===== src/rtl/xor_share_arbiter.sv =====
// xor_share_arbiter: round-robin arbiter sharing one registered XOR unit among NREQ requesters.
// Optional result parity (res_par, par_err_inj) is enabled by defining XOR_SHARE_ARBITER_PARITY_EN.
module xor_share_arbiter #(
    parameter int NREQ = 4,
    parameter int W    = 8,
    parameter int IDW  = 2,
    parameter int CNTW = 16
) (
    input  logic              clk,
    input  logic              rst,
    input  logic [NREQ-1:0]   req_valid,
    output logic [NREQ-1:0]   req_ready,
    input  logic [NREQ*W-1:0] req_a,
    input  logic [NREQ*W-1:0] req_b,
    output logic              res_valid,
    input  logic              res_ready,
    output logic [W-1:0]      res_data,
    output logic [IDW-1:0]    res_id,
    output logic              busy,
`ifdef XOR_SHARE_ARBITER_PARITY_EN
    output logic              res_par,
    input  logic              par_err_inj,
`endif
    output logic [CNTW-1:0]   op_count
);
    typedef enum logic [1:0] {IDLE, EXEC, OUT} state_t;

    state_t          r_state;
    logic [IDW-1:0]  r_rr_ptr;
    logic [W-1:0]    r_a;
    logic [W-1:0]    r_b;
    logic [IDW-1:0]  r_id;
    logic            r_res_valid;
    logic [W-1:0]    r_res_data;
    logic [IDW-1:0]  r_res_id;
    logic [CNTW-1:0] r_op_count;
    logic            w_found;
    logic [IDW-1:0]  w_win;
    logic [IDW:0]    w_sum;
    logic [IDW-1:0]  w_cand;
    logic [NREQ-1:0] w_grant;
    logic [W-1:0]    w_a;
    logic [W-1:0]    w_b;

    // Scan from the round-robin pointer upward, wrapping at NREQ; first valid wins.
    always_comb begin
        w_found = 1'b0;
        w_win   = '0;
        w_grant = '0;
        w_sum   = '0;
        w_cand  = '0;
        for (int k = 0; k < NREQ; k++) begin
            w_sum  = {1'b0, r_rr_ptr} + (IDW+1)'(k);
            w_cand = (w_sum >= (IDW+1)'(NREQ)) ? IDW'(w_sum - (IDW+1)'(NREQ)) : w_sum[IDW-1:0];
            if (!w_found && req_valid[w_cand]) begin
                w_found         = 1'b1;
                w_win           = w_cand;
                w_grant[w_cand] = 1'b1;
            end
        end
        w_a = req_a[w_win*W +: W];
        w_b = req_b[w_win*W +: W];
    end

    assign req_ready = (r_state == IDLE && !rst) ? w_grant : '0;
    assign busy      = (r_state != IDLE);
    assign res_valid = r_res_valid;
    assign res_data  = r_res_data;
    assign res_id    = r_res_id;
    assign op_count  = r_op_count;

`ifdef XOR_SHARE_ARBITER_PARITY_EN
    logic r_res_par;
    assign res_par = r_res_par;

    always_ff @(posedge clk or posedge rst) begin
        if (rst)
            r_res_par <= 1'b0;
        else if (r_state == EXEC)
            r_res_par <= (^(r_a ^ r_b)) ^ par_err_inj;
    end
`endif

    always_ff @(posedge clk or posedge rst) begin
        if (rst) begin
            r_state     <= IDLE;
            r_rr_ptr    <= '0;
            r_a         <= '0;
            r_b         <= '0;
            r_id        <= '0;
            r_res_valid <= 1'b0;
            r_res_data  <= '0;
            r_res_id    <= '0;
            r_op_count  <= '0;
        end else begin
            case (r_state)
                IDLE: begin
                    if (w_found) begin
                        r_a     <= w_a;
                        r_b     <= w_b;
                        r_id    <= w_win;
                        r_state <= EXEC;
                    end
                end
                EXEC: begin
                    r_res_data  <= r_a ^ r_b;
                    r_res_id    <= r_id;
                    r_res_valid <= 1'b1;
                    r_state     <= OUT;
                end
                OUT: begin
                    if (res_ready) begin
                        r_res_valid <= 1'b0;
                        r_rr_ptr    <= (r_id == IDW'(NREQ-1)) ? '0 : r_id + 1'b1;
                        r_op_count  <= (r_op_count == '1) ? r_op_count : r_op_count + 1'b1;
                        r_state     <= IDLE;
                    end
                end
                default: r_state <= IDLE;
            endcase
        end
    end
endmodule


===== config.mk =====
export PLATFORM = sky130hd
export DESIGN_NAME = xor_share_arbiter
export DESIGN_NICKNAME = d
export VERILOG_FILES = /design/src/rtl/xor_share_arbiter.sv
export SDC_FILE = /design/constraint.sdc
export NUM_CORES = 1
export LEC_CHECK = 0
export CORE_ASPECT_RATIO = 1.25
export CORE_MARGIN = 5
export CORE_UTILIZATION = 30
export CTS_BUF_LIST = sky130_fd_sc_hd__clkbuf_16
export CTS_CLUSTER_SIZE = 40
export DETAILED_ROUTE_END_ITERATION = 12
export SYNTH_ARGS = -nofsm -noshare
export SYNTH_HDL_FRONTEND = slang
export SYNTH_SLANG_ARGS = --single-unit
export TNS_END_PERCENT = 10

===== constraint.sdc =====
create_clock -name clk -period 3.23 [get_ports clk]
set_input_delay 0.646 -clock clk [delete_from_list [all_inputs] [get_ports clk]]
set_output_delay 0.646 -clock clk [all_outputs]
set_load 0.01 [all_outputs]

Yosys cells after proc, flatten, opt, wreduce, memory -nomap -nowiden

Cells that the tools add are included.

Reductions and logical operators: 20
Shift operators: 2
Bitwise logic cells: 5
Multiplexer cells: 39
Eq/ne operators: 6
$lt $le $gt $ge: 12
$add $sub $neg: 9

Operators by type and width:

| cell                    | count |
|---|---|
| $shiftx A32 B6 Y8       | 2 |
| $mux W2                 | 11 |
| $mux W4                 | 5 |
| $add A16 B1 Y16 const B | 1 |
| $eq A16 B16 Y1 const B  | 1 |
| $mux W1                 | 13 |
| $lt A2 B3 Y1 const B    | 4 |
| $or A4 B4 Y4            | 3 |
| $ge A3 B3 Y1 const B    | 3 |
| $bmux W1 S2             | 4 |
| $demux W1 S2            | 4 |
| $ge A2 B1 Y1 const B    | 4 |
| $logic_and A1 B1 Y1     | 8 |
| $reduce_and A2 Y1       | 4 |
| $sub A2 B1 Y2 const B   | 4 |
| $xor A8 B8 Y8           | 1 |
| $add A2 B2 Y3 const B   | 2 |
| $pmux W2 S3             | 1 |
| $eq A2 B2 Y1 const B    | 2 |
| $logic_not A1 Y1        | 4 |
| $ne A2 B2 Y1 const B    | 2 |
| $reduce_bool A2 Y1      | 2 |
| $add A2 B1 Y3 const B   | 1 |
| $ge A2 B3 Y1 const B    | 1 |
| other kinds (6)         | 6 |

Output and inout bits: 32
Word-level logic and storage cells: 102
Input port bits: 71
Register bits after elaboration: 49

Logic depth before layout (Yosys ltp)

Depth after elaboration: 16
Depth in mapped cells: 11
Depth with buffers taken out: 8

Worst setup path after synthesis

OpenSTA, ideal clock, no wires.

Kind: flip-flop to output port
Start: register r_rr_ptr[0]
End: output port req_ready[0]
Stages on the path, launching flop included: 11
Data arrival time: 2323 ps
Required time: 2584 ps
Slack: 261 ps
Buffers on the path: 2
Cells stage by stage: dfrtp_1 > buf_6 > inv_2 > ha_1 > clkbuf_1 > and3b_1 > a21oi_1 > o32a_1 > o21ai_0 > a221oi_1 > nor2_1

Cells in the longest elaborated chain, start to end: 15

RTL lines:

| what                                                   | RTL line | RTL |
|---|---|---|
| start, declared                                        | 29       | `logic [IDW-1:0] r_rr_ptr;` |
| start signal, assigned                                 | 114      | `r_rr_ptr <= (r_id == IDW'(NREQ-1)) ? '0 : r_id + 1'b1;` |
| branches (longest 13 deep; another with $add A2 B1 Y3) | n/a      |  |
| $mux W4 (*)                                            | 55       | `if (!w_found && req_valid[w_cand]) begin` |
| $mux W4 (*)                                            | 65       | `assign req_ready = (r_state == IDLE && !rst) ? w_grant : '0;` |
| end, declared                                          | 12       | `output logic [NREQ-1:0] req_ready,` |

Mark *: on every way between the ends. The select of a mux whose other input is x is not followed.

Worst setup path in the final report

Start: input port req_valid[1]
End: output port req_ready[3]

Cells in the longest elaborated chain, start to end: 13

RTL lines:

| what                          | RTL line | RTL |
|---|---|---|
| start, declared               | 11       | `input logic [NREQ-1:0] req_valid,` |
| $bmux W1 S2                   | 55       |  |
| $mux W1 (not written as such) | 55       |  |
| $mux W1                       | 55       |  |
| $logic_not A1 Y1              | 55       |  |
| $logic_and A1 B1 Y1           | 55       |  |
| $mux W1                       | 55       |  |
| $logic_not A1 Y1              | 55       |  |
| $logic_and A1 B1 Y1           | 55       |  |
| $mux W1                       | 55       |  |
| $logic_not A1 Y1              | 55       |  |
| $logic_and A1 B1 Y1           | 55       |  |
| $mux W4 (*)                   | 55       |  |
| $mux W4 (*)                   | 65       |  |

Every way passes the cells marked *; elsewhere a longest branch is shown, timed or not. The select of a mux whose other input is x is not followed.

==> flow_summary.json <==
{
  "cp_cell_sequence": "clkdlybuf4s50_1 > mux4_2 > nor2b_4 > a22oi_1 > nor2_1 > a221oi_1 > nor2_1 > dlygate4sd2_1",
  "synthFlopType": "dfrtp_1",
  "r2r-start": "r_rr_ptr[1]$_DFFE_PP0P_",
  "cpMostUsedCell": "nor2_1",
  "synth_simple_gate_area_share_pct": 15.5,
  "drive_gt1_share_pct": 15.6,
  "worstPathMaxFanout": 5,
  "fill_cells": 1088,
  "cp-end-kind": "output port",
  "cp_data_arrival_time_ns": 2.57,
  "grt_pass1_wl_um": 16700,
  "whs_ns": 0.479,
  "area_growth_pct": 42.3,
  "drc_errors": 0,
  "netlist_top_cells_area": "dfrtp_1 35%, mux2_2 6.7%, mux2i_1 5.4%",
  "reg2reg_slack_ns": 0.48,
  "ys_warn_count": 0,
  "dp_hpwl_um": 8130,
  "synth_top_family_by_area": "compound AO/OA/AOI/OAI gates",
  "combPwrFrac_pct": 64.4,
  "slowest_delay_ns": 0.50,
  "syn-num-nets": 442,
  "cts_hold_buffers": 0,
  "dieArea_um2": 14000,
  "synth-xor-area-share_pct": 5.74,
  "drt_iter0_drc": 295,
  "gp_routability_congestion": 0.794,
  "crit_path_top_delay_cell": "mux4_2",
  "p_leak_nw": 2.03,
  "die_h_um": 131,
  "tritoncts": "done",
  "grt.total_usage_pct": 15.0,
  "crit_family": "buffers and inverters",
  "power.share.switching_pct": 42.1,
  "cp.required_ns": 2.58,
  "tightest_slew_ns": 0.865,
  "r2r_end": "r_b[7]$_DFFE_PP0P_",
  "crit_type": "in -> out",
  "portBuffers": 102,
  "hp-class": "reg -> reg",
  "max_freq_ghz": 0.311,
  "grt_pass1_vias": 3339,
  "grt_max_degree": 50,
  "pin_count": 103,
  "cts_max_level": 2,
  "yosys.area_share.adder_pct": 3.21,
  "yosys.area.top_type": "dfrtp_1",
  "via_per_inst": 5.53,
  "final_max_slew_viol_count": 0,
  "die_w_um": 107,
  "synthesis.area_um2": 3510,
  "clock_path_buffers": 2,
  "vias": 3391,
  "final-hold-violation-count": 0,
  "cts_made_buffers": 5,
  "finalClockSkew_ns": 0.00679,
  "maxCapViolations": 0,
  "hp-start": "res_data[6]$_DFFE_PP0P_",
  "async_flop_share_pct": 100,
  "fin_crit_sh_pct": 99.5,
  "wirelength_um": 10800,
  "syn_avg_cell_area_um2": 9.70,
  "switchingPower_mw": 1.92,
  "core_area_um2": 11600,
  "grt_overflow": 0,
  "antenna_found_initial": 0,
  "vdd_drop_max_mv": 0.340,
  "wl_per_cell_um": 17.7,
  "diodes": 0,
  "max_slew_margin_pct": 42.4,
  "rsz0062_at_grt": "true",
  "cts_root_buffer": "clkbuf_16",
  "synth_compound_area_share_pct": 21.4,
  "setup_viol": 0,
  "row_count": 44,
  "first_pass_iters": 6,
  "period_minus_slack_ns": 3.21,
  "insertion_delay_ns": 0.29,
  "start_util_pct": 30.4,
  "min_path_cells": 2,
  "clk_pin_slew_worst_paths_ns": 0.06,
  "yosysTopAreaCellShare_pct": 34.9,
  "p_seq_share_pct": 22.6,
  "synth_seq_cells": 49,
  "cp-start-kind": "input port",
  "cts_sinks": 49,
  "rr_worst_depth": 10,
  "netlist_instances": 362,
  "p_int_mw": 2.64,
  "yosysUniqueCellTypes": 49,
  "hold_end": "res_data[6]$_DFFE_PP0P_",
  "clkPwrFrac_pct": 13.1,
  "ys_seq_area_share_pct": 34.9,
  "path_buf_inv": 2,
  "antenna_left": 0,
  "fin_nets": 554,
  "power.density_nw_per_um2": 912,
  "p_total_mw": 4.56,
  "outcome": "complete, no violations",
  "synth.area.mux_share_pct": 14.1,
  "synth-edff-count": 0
}
[worst register-to-register path, delay by kind of cell, from the launching register on]
family,cells,cell delay (ns)
AND/OR/NAND/NOR,2,0.38
buffers and inverters,3,0.55
AO/OA/AOI/OAI,2,0.24
flip-flops,1,0.37
multiplexers,2,0.72
adder cells (fa/ha/maj),1,0.36
[state kept, by name, indices dropped and copies added, names as in the netlist]
signal / count
r_id: 2
r_state: 2
r_b: 8
res_id: 2
r_a: 8
res_valid: 1
op_count: 16
r_rr_ptr: 2
res_data: 8
[metal layers]
layer	global-route usage, %	part of all wire [%]	up-vias
met5	0	0	-
met4	6.09	2.9	0
met3	2.46	4.8	19
met2	27.0	52	110
met1	17.7	40	1648
li1	-	-	1614
[synth_stat cells, types with 2 or more instances]
cell type	instances
and3b_1	2
nor4b_1	2
buf_2	6
nand2b_1	4
buf_4	2
nor2_1	17
dfrtp_1	49
xor2_1	4
nor4bb_1	2
mux4_2	3
o21ai_0	14
and3_1	18
mux2_2	21
clkbuf_1	13
a222oi_1	16
mux2i_1	19
inv_1	6
o21a_1	2
a22oi_1	4
buf_1	2
a32oi_1	16
nand4_1	4
a21oi_1	18
nand2_1	39
o22ai_1	16
and2_1	2
xnor2_1	19
ha_1	9
buf_6	3
a221oi_1	4
nand3_1	8
[worst max path at each step]
stage	startpoint	cells past startpoint	slack (ns)	to
2_1_floorplan	r_rr_ptr[0]$_DFFE_PP0P_	10	0.26	req_ready[0]
4_1_cts	req_valid[2]	7	0.02	req_ready[3]
6_report	req_valid[1]	8	0.02	req_ready[3]
5_1_grt	req_valid[1]	8	-0.05	req_ready[2]
3_5_place_dp	req_valid[2]	8	-0.20	req_ready[3]
3_3_place_gp	req_valid[2]	7	-0.13	req_ready[2]
[repair_timing]
action                                  in CTS  in global routing
setup buffers                                0                  1
resized for setup                            4                  6
endpoints found under the setup margin       4                  4
hold endpoints to repair                     0                  0
[power by group through the flow]
| stage | Combinational (mW) | Clock [mW] | Sequential, mW |
|---|---|---|---|
| after global placement | 2.83 | 0 | 1.05 |
| after global routing | 3.18 | 0.633 | 1.06 |
| after detailed placement | 2.89 | 0 | 1.06 |
| after CTS | 2.90 | 0.611 | 1.04 |
| final | 2.93 | 0.596 | 1.03 |
| after floorplan | 1.97 | 0 | 1.04 |
[cell type report]
type	instances	area, µm²	area share, %
clock buffer	5	125	2.50
clock inverter	3	46.3	0.926
inverter	7	26.3	0.526
multi-input combinational	279	2130	42.6
sequential	49	1230	24.6
tap	138	173	3.46
timing repair buffer	132	1270	25.4
[cells in the final DEF, fill, tap and decap left out, types with 17 or more instances in the layout]
master,netlist,routed
a21oi_1,18,18
and3_1,18,18
buf_4,2,28
clkdlybuf4s50_1,0,96
dfrtp_1,49,48
mux2_2,21,21
mux2i_1,19,19
nand2_1,39,39
nor2_1,17,17
xnor2_1,19,19
[cell families after synthesis]
logic type / Yosys count
buffers and inverters: 34
flip-flops: 49
XOR/XNOR: 23
multiplexers: 43
AND/OR/NAND/NOR: 105
adder cells (fa/ha/maj): 9
AO/OA/AOI/OAI: 99
[per-stage QoR]
step	area (µm²)	TNS [ns]	utilization [%]	instances	setup WS, ns
CTS	4970	0	43.0	612	0.0207
floorplan	3510	0	-	362	0.261
global placement	4810	-0.486	41.6	604	-0.129
global route	5000	-0.130	43.2	613	-0.0468
finish	5000	0	43.2	613	0.0152
detailed placement	4810	-0.914	41.6	604	-0.197
Note: power is estimated with default switching activity, not from simulation.
